$ cat config.mk
export PLATFORM = sky130hd
export DESIGN_NAME = snn_config_commit_ctrl_flat
export DESIGN_NICKNAME = d
export VERILOG_FILES = /design/src/rtl/snn_config_commit_ctrl_if.sv /design/src/rtl/snn_config_commit_ctrl.sv /design/src/flat_wrapper.sv
export SDC_FILE = /design/constraint.sdc
export NUM_CORES = 1
export LEC_CHECK = 0
export CAP_MARGIN = 20
export CELL_PAD_IN_SITES_DETAIL_PLACEMENT = 1
export CELL_PAD_IN_SITES_GLOBAL_PLACEMENT = 2
export CORE_AREA = 2 2 362 364
export DETAILED_ROUTE_END_ITERATION = 12
export DIE_AREA = 0 0 364 366
export PLACE_DENSITY_LB_ADDON = 0.1
export SLEW_MARGIN = 20
export SYNTH_ARGS = -nofsm -noshare
export SYNTH_HDL_FRONTEND = slang
export SYNTH_SLANG_ARGS = --single-unit
$ cat constraint.sdc
create_clock -name clk -period 10.3 [get_ports clk]
set_input_delay 2.575 -clock clk [delete_from_list [all_inputs] [get_ports clk]]
set_output_delay 2.575 -clock clk [all_outputs]
set_load 0.01 [all_outputs]
$ cat src/rtl/snn_config_commit_ctrl_if.sv
`default_nettype none
// ============================================================================
// Module   : snn_config_commit_ctrl_if
// Purpose  : Bundles the signals between the configuration commit sequencer,
//            the SPI register file and the SNN core shadow-register port.
// Ports    : spi_done_async        - SPI instruction-done level (SCLK domain)
//            cfg_image             - NUM_BYTES configuration bytes, byte k at [8k+7:8k]
//            core_hold_ack         - core reports it is frozen (level)
//            core_hold             - freeze request to the core (level)
//            cfg_load/addr/byte    - one-byte shadow-register write strobe
//            commit_done           - one-cycle pulse, full image committed
//            commit_err            - sticky, hold/ack handshake timed out
//            busy                  - sequencer is not idle
//            master modport: the sequencer; slave modport: its environment.
// Revision : 1.0 - initial release
// ============================================================================
interface snn_config_commit_ctrl_if #(
    parameter int NUM_BYTES = 113,
    parameter int ADDR_W    = 7
);
    logic                   spi_done_async;
    logic [NUM_BYTES*8-1:0] cfg_image;
    logic                   core_hold_ack;
    logic                   core_hold;
    logic                   cfg_load;
    logic [ADDR_W-1:0]      cfg_addr;
    logic [7:0]             cfg_byte;
    logic                   commit_done;
    logic                   commit_err;
    logic                   busy;

    modport master (
        input  spi_done_async,
        input  cfg_image,
        input  core_hold_ack,
        output core_hold,
        output cfg_load,
        output cfg_addr,
        output cfg_byte,
        output commit_done,
        output commit_err,
        output busy
    );

    modport slave (
        output spi_done_async,
        output cfg_image,
        output core_hold_ack,
        input  core_hold,
        input  cfg_load,
        input  cfg_addr,
        input  cfg_byte,
        input  commit_done,
        input  commit_err,
        input  busy
    );
endinterface
`default_nettype wire

$ cat src/rtl/snn_config_commit_ctrl.sv
`default_nettype none
// ============================================================================
// Module   : snn_config_commit_ctrl
// Purpose  : Core-clock sequencer that commits the SPI configuration image
//            into the SNN core. The SPI done level is synchronized, its rising
//            edge starts a commit: freeze the core (hold/ack), stream
//            NUM_BYTES bytes one per cycle, release and pulse commit_done.
//            A start arriving while busy is remembered and replayed once.
// Ports    : clk   - core clock
//            rst_n - asynchronous active-low reset
//            bus   - snn_config_commit_ctrl_if.master (see interface header)
// Revision : 1.0 - initial release
// ============================================================================
module snn_config_commit_ctrl #(
    parameter int NUM_BYTES   = 113,
    parameter int ADDR_W      = 7,
    parameter int SYNC_STAGES = 2,
    parameter int ACK_TIMEOUT = 255
) (
    input  logic                     clk,
    input  logic                     rst_n,
    snn_config_commit_ctrl_if.master bus
);

    localparam int              c_TMR_W   = $clog2(ACK_TIMEOUT + 1);
    localparam logic [ADDR_W-1:0] c_LAST_ADDR = ADDR_W'(NUM_BYTES - 1);
    localparam logic [c_TMR_W-1:0] c_TMR_LAST = c_TMR_W'(ACK_TIMEOUT - 1);

    localparam logic [2:0] c_IDLE    = 3'd0;
    localparam logic [2:0] c_REQ     = 3'd1;
    localparam logic [2:0] c_LOAD    = 3'd2;
    localparam logic [2:0] c_RELEASE = 3'd3;
    localparam logic [2:0] c_ABORT   = 3'd4;

    logic [SYNC_STAGES-1:0] r_sync;
    logic                   r_sync_q;
    logic [2:0]             r_state;
    logic [2:0]             w_next_state;
    logic                   r_pending;
    logic [c_TMR_W-1:0]     r_timer;
    logic                   r_cfg_load;
    logic [ADDR_W-1:0]      r_cfg_addr;
    logic [7:0]             r_cfg_byte;
    logic                   r_commit_done;
    logic                   r_commit_err;

    logic                   w_start;
    logic                   w_last_beat;
    logic                   w_timeout;
    logic [ADDR_W-1:0]      w_next_addr;
    logic [7:0]             w_next_byte;
    logic                   w_hold;
    logic                   w_busy;

    // ------------------------------------------------------------------
    // SPI done synchronizer and rising-edge detector
    // ------------------------------------------------------------------
    always_ff @(posedge clk or negedge rst_n) begin
        if (!rst_n) begin
            r_sync   <= '0;
            r_sync_q <= 1'b0;
        end else begin
            r_sync   <= {r_sync[SYNC_STAGES-2:0], bus.spi_done_async};
            r_sync_q <= r_sync[SYNC_STAGES-1];
        end
    end

    assign w_start     = r_sync[SYNC_STAGES-1] & ~r_sync_q;
    assign w_last_beat = (r_cfg_addr == c_LAST_ADDR);
    assign w_timeout   = (r_timer == c_TMR_LAST);

    // r_cfg_addr always holds the address of the beat on the bus while in
    // LOAD, so the next beat is simply one above it; entry from REQ is 0.
    assign w_next_addr = (r_state == c_LOAD) ? (r_cfg_addr + ADDR_W'(1)) : '0;
    assign w_next_byte = bus.cfg_image[8*w_next_addr +: 8];

    // ------------------------------------------------------------------
    // FSM state register
    // ------------------------------------------------------------------
    always_ff @(posedge clk or negedge rst_n) begin
        if (!rst_n) begin
            r_state <= c_IDLE;
        end else begin
            r_state <= w_next_state;
        end
    end

    // ------------------------------------------------------------------
    // FSM next state and state-decoded outputs
    // ------------------------------------------------------------------
    always_comb begin
        w_next_state = r_state;
        w_hold       = 1'b0;
        w_busy       = 1'b1;
        case (r_state)
            c_IDLE: begin
                w_busy = 1'b0;
                if (w_start || r_pending) begin
                    w_next_state = c_REQ;
                end
            end
            c_REQ: begin
                w_hold = 1'b1;
                // An ack on the final timer cycle still wins over the abort.
                if (bus.core_hold_ack) begin
                    w_next_state = c_LOAD;
                end else if (w_timeout) begin
                    w_next_state = c_ABORT;
                end
            end
            c_LOAD: begin
                // Ack is deliberately ignored here: once streaming starts the
                // image is always completed.
                w_hold = 1'b1;
                if (w_last_beat) begin
                    w_next_state = c_RELEASE;
                end
            end
            c_RELEASE: begin
                w_next_state = c_IDLE;
            end
            c_ABORT: begin
                w_next_state = c_IDLE;
            end
            default: begin
                w_next_state = c_IDLE;
            end
        endcase
    end

    // ------------------------------------------------------------------
    // Pending start, ack timer and registered datapath outputs
    // ------------------------------------------------------------------
    always_ff @(posedge clk or negedge rst_n) begin
        if (!rst_n) begin
            r_pending     <= 1'b0;
            r_timer       <= '0;
            r_cfg_load    <= 1'b0;
            r_cfg_addr    <= '0;
            r_cfg_byte    <= 8'h00;
            r_commit_done <= 1'b0;
            r_commit_err  <= 1'b0;
        end else begin
            // IDLE consumes the pending request (it moves to REQ whenever
            // pending is set); anywhere else a start is remembered, and
            // several starts collapse into one.
            if (r_state == c_IDLE) begin
                r_pending <= 1'b0;
            end else if (w_start) begin
                r_pending <= 1'b1;
            end

            r_timer <= (r_state == c_REQ) ? (r_timer + c_TMR_W'(1)) : '0;

            // Outputs are loaded from the next state so that each LOAD cycle
            // carries its own beat and RELEASE carries commit_done.
            r_cfg_load    <= (w_next_state == c_LOAD);
            r_cfg_addr    <= (w_next_state == c_LOAD) ? w_next_addr : '0;
            r_cfg_byte    <= (w_next_state == c_LOAD) ? w_next_byte : 8'h00;
            r_commit_done <= (w_next_state == c_RELEASE);
            if (w_next_state == c_ABORT) begin
                r_commit_err <= 1'b1;
            end
        end
    end

    assign bus.core_hold   = w_hold;
    assign bus.busy        = w_busy;
    assign bus.cfg_load    = r_cfg_load;
    assign bus.cfg_addr    = r_cfg_addr;
    assign bus.cfg_byte    = r_cfg_byte;
    assign bus.commit_done = r_commit_done;
    assign bus.commit_err  = r_commit_err;

endmodule
`default_nettype wire

$ cat src/flat_wrapper.sv
// flat-port wrapper written by rule: the top's interface ports become plain ports
module snn_config_commit_ctrl_flat 
#(
    parameter int NUM_BYTES   = 113,
    parameter int ADDR_W      = 7,
    parameter int SYNC_STAGES = 2,
    parameter int ACK_TIMEOUT = 255
)
  (clk, rst_n, bus_spi_done_async, bus_cfg_image, bus_core_hold_ack, bus_core_hold, bus_cfg_load, bus_cfg_addr, bus_cfg_byte, bus_commit_done, bus_commit_err, bus_busy);
  snn_config_commit_ctrl_if #(.NUM_BYTES(NUM_BYTES), .ADDR_W(ADDR_W)) bus_i ();
  input  logic clk;
  input  logic rst_n;
  input wire logic [$bits(bus_i.spi_done_async)-1:0] bus_spi_done_async;
  input wire logic [$bits(bus_i.cfg_image)-1:0] bus_cfg_image;
  input wire logic [$bits(bus_i.core_hold_ack)-1:0] bus_core_hold_ack;
  output wire logic [$bits(bus_i.core_hold)-1:0] bus_core_hold;
  output wire logic [$bits(bus_i.cfg_load)-1:0] bus_cfg_load;
  output wire logic [$bits(bus_i.cfg_addr)-1:0] bus_cfg_addr;
  output wire logic [$bits(bus_i.cfg_byte)-1:0] bus_cfg_byte;
  output wire logic [$bits(bus_i.commit_done)-1:0] bus_commit_done;
  output wire logic [$bits(bus_i.commit_err)-1:0] bus_commit_err;
  output wire logic [$bits(bus_i.busy)-1:0] bus_busy;
  assign bus_i.spi_done_async = bus_spi_done_async;
  assign bus_i.cfg_image = bus_cfg_image;
  assign bus_i.core_hold_ack = bus_core_hold_ack;
  assign bus_core_hold = bus_i.core_hold;
  assign bus_cfg_load = bus_i.cfg_load;
  assign bus_cfg_addr = bus_i.cfg_addr;
  assign bus_cfg_byte = bus_i.cfg_byte;
  assign bus_commit_done = bus_i.commit_done;
  assign bus_commit_err = bus_i.commit_err;
  assign bus_busy = bus_i.busy;
  snn_config_commit_ctrl #(.NUM_BYTES(NUM_BYTES), .ADDR_W(ADDR_W), .SYNC_STAGES(SYNC_STAGES), .ACK_TIMEOUT(ACK_TIMEOUT)) u_core (.clk(clk), .rst_n(rst_n), .bus(bus_i));
endmodule
==> metrics <==
Remaining Overflow, GRT=0; asr flop ratio synth=100%; cell accounting for the most synthesized area=mux2i_1; Clock Root Buffer=clkbuf_16; hold slack=roughly 360 ps; Max-slew headroom=around a quarter; die width=364 um; layout cell share with drive strength beyond 1=under 10%; die height=366 um; critical path data arrival time=slightly below 3000 ps; WS Path Type=reg2out; Post-CTS Hold Buffers=0; Clock Pin Slew Worst Setup and Hold Paths=~70 ps; Final Skew=roughly 10 ps; pre-CTS setup slack=~4600 ps; Post-DP Area=21600 sq um; Startpoint Class=flop; Yosys cell types=76; Hold WC Path Type=reg2reg; gpl congestion=0.797; die area=roughly 130000 sq um; drt pass-1 iters=4; Syn Nets=2404; vias in the first global route=18.2k; WP data required=slightly below 8000 ps; antenna violations before repair=62; DR iter-0 viols=576; critical path peak fanout=45; Worst VDD drop=about 100 uV; total CTS buffers=5; Global Route Usage Sum=between 15 and 20%; count leader, synth=nand2_1; Final Cell Area=between 20000 and 25000 sq um; Worst Setup End Kind=output port; worst setup margin=~4800 ps; #FFs+latches synth=33; drt wl/cell=33.6 um; status=complete, no violations; placed insts=4050; largest family of logic cells by synthesized area=compound AO/OA/AOI/OAI gates; worst-margin pin slew=1130 ps; cell area power density=between 100 and 150 nW/um^2; Vias/cell=3.98; maxcap violations=0; post-synthesis simple-gate area fraction=between 20% and 30%; first-pass GRT wire length=between 150000 and 200000 um; Synthesis Warnings=0; worst hold stages=0; Total Wirelength=137000 um; Cell Area, Synth=just over 10000 sq um; # IOs=928; initial core utilization=7.85%; sequential cell area=roughly 830 sq um; area share of fa/ha/maj cells after synthesis=less than 1%; DP Wirelength=110000 um; ys flop type=dfrtp_1; post-layout util=around 17%; Final setup viols=0; xor/xnor cell area share of the yosys netlist=0.865%; final period utilization=a little over half; core area=approximately 130000 sq um; Post-Synthesis Cells=1492; Max clock buf depth=2; Reg2Reg Depth=12; Max Clock Freq=between 0.15 and 0.2 GHz; clock period minus worst slack=5490 ps; Clock Latency Late Sink=320 ps; # DRC=0; final non-filler cell total=between 4k and 5k; final hold vios=0; footprint of the multi-input gates=just under 9000 sq um; setup TNS=0 ps; Crit-path slowest cell=buf_4; multiplexer share of the synthesized area=23.8%; Area contributors post-synth=mux2i_1 14%, nand2_1 8.7%, dfrtp_1 8.2%, a21oi_1 5.7%, mux2_2 5.6%; layout overhead on the synthesized area=115%; Pleak=approximately 7.1 nW; Synth Area in Compound Gates=34.8%; Post-CTS Setup Inserts=0; CTS Sinks=33; Slew Viols, Final=0; CP cell instances=or3b_4 -> buf_4 -> nand2_1 -> clkdlybuf4s50_1; Post-synth top cells=236 x nand2_1, 140 x mux2i_1, 115 x a21oi_1; input/output buffers=927; RSZ-0062 raised after global routing=no; Avg Inst Size Synth=6.79 sq um; PostCTS Resize Cnt=0; htree depth=2; total number of vias=roughly 16k; number of flops mapped to enable cells by yosys=0; total power=between 2 and 3 mW; R2R Setup Slk=~5600 ps; nets=between 3k and 4k; post-route ant nets=0; top-area cell type share of the netlist area=approximately 14%; Row Count=approximately 130; fill count=about 15k; CP max stage delay=740 ps; register area share after synthesis=slightly above 8%; largest net degree at the start of global routing=approximately 130; CTS tree=done
-- sequential cells by signal (all words and copies together), names as in the netlist --
| name | cells |
|---|---|
| u_core.bus.cfg_load | 1 |
| u_core.bus.cfg_addr | 7 |
| u_core.r_sync | 2 |
| u_core.r_timer | 8 |
| u_core.r_state | 3 |
| u_core.bus.commit_err | 1 |
| u_core.r_pending | 1 |
| u_core.bus.cfg_byte | 8 |
| u_core.r_sync_q | 1 |
| u_core.bus.commit_done | 1 |
-- where the power goes --
part | switching [mW] | leakage [nW] | internal [mW]
logic | 1.29 | 6.61 | 0.842
registers | 0.0347 | 0.440 | 0.153
clock network | 0.0826 | 0.0842 | 0.122
total | 1.41 | 7.13 | 1.12
-- critical path: cells and delay by family, from the launching register on --
family | cells | cell delay (ps)
buffers and inverters | 2 | 1260
flip-flops | 1 | 710
AND/OR/NAND/NOR | 2 | 590
-- worst paths after layout --
kind | from | end
max | u_core.r_state[0] | bus_core_hold
min | u_core.r_sync[0] | u_core.r_sync[1]
max reg2reg | u_core.bus.cfg_addr[0] | u_core.bus.cfg_byte[0]
min reg2reg | u_core.r_sync[0] | u_core.r_sync[1]
max in group asynchronous | rst_n | u_core.bus.cfg_addr[0]
min in group asynchronous | rst_n | u_core.r_sync[0]
-- cell usage in the layout, fill, tap and decap left out, types with 7 or more instances in the layout --
cell type	Yosys	final
and2_1	17	17
nand2_1	236	231
a221oi_1	19	18
nor3_1	38	38
a211oi_1	41	41
o22ai_1	42	42
buf_4	5	48
nand2b_1	11	10
inv_1	16	13
mux2i_1	140	137
nand4_1	10	10
mux2_2	50	50
a21oi_1	115	113
dfrtp_1	33	32
nand3_1	67	67
clkdlybuf4s50_1	0	926
o31ai_1	10	9
and4_1	10	10
diode_2	0	14
and3_1	18	18
or3_1	12	12
a2bb2oi_1	9	9
nor2_1	78	70
a22oi_1	31	31
a31oi_1	34	34
mux4_2	20	20
a311oi_1	8	7
o21ai_0	101	100
o221ai_1	20	20
o21a_1	7	7
o211ai_1	32	32
-- routing by layer --
| layer | GRT usage, % | vias to the layer above | routed length [um] |
|---|---|---|---|
| met1 | 23.0 | 8076 | 55700 |
| met4 | 2.07 | 44 | 1150 |
| li1 | - | 7378 | - |
| met2 | 37.5 | 607 | 72300 |
| met3 | 4.21 | 96 | 7660 |
| met5 | 0 | - | 248 |
-- cell type report --
class	instances	area share [%]
clock inverters	1	0.138
inverters	17	0.321
repair buffers	978	44.5
diodes	14	0.161
well taps	1742	10.0
flip-flops and latches	33	3.81
multi-input cells	1280	40.4
clock buffers	7	0.654
-- cell families after synthesis --
group                      Yosys count
AOI/OAI and AO/OA                  533
and+or+nand+nor                    523
muxes                              210
buffers and inverters              179
DFF                                 33
xor gates and xnor gates            10
adders and majority gates            4
(Power assumes the default switching activity.)
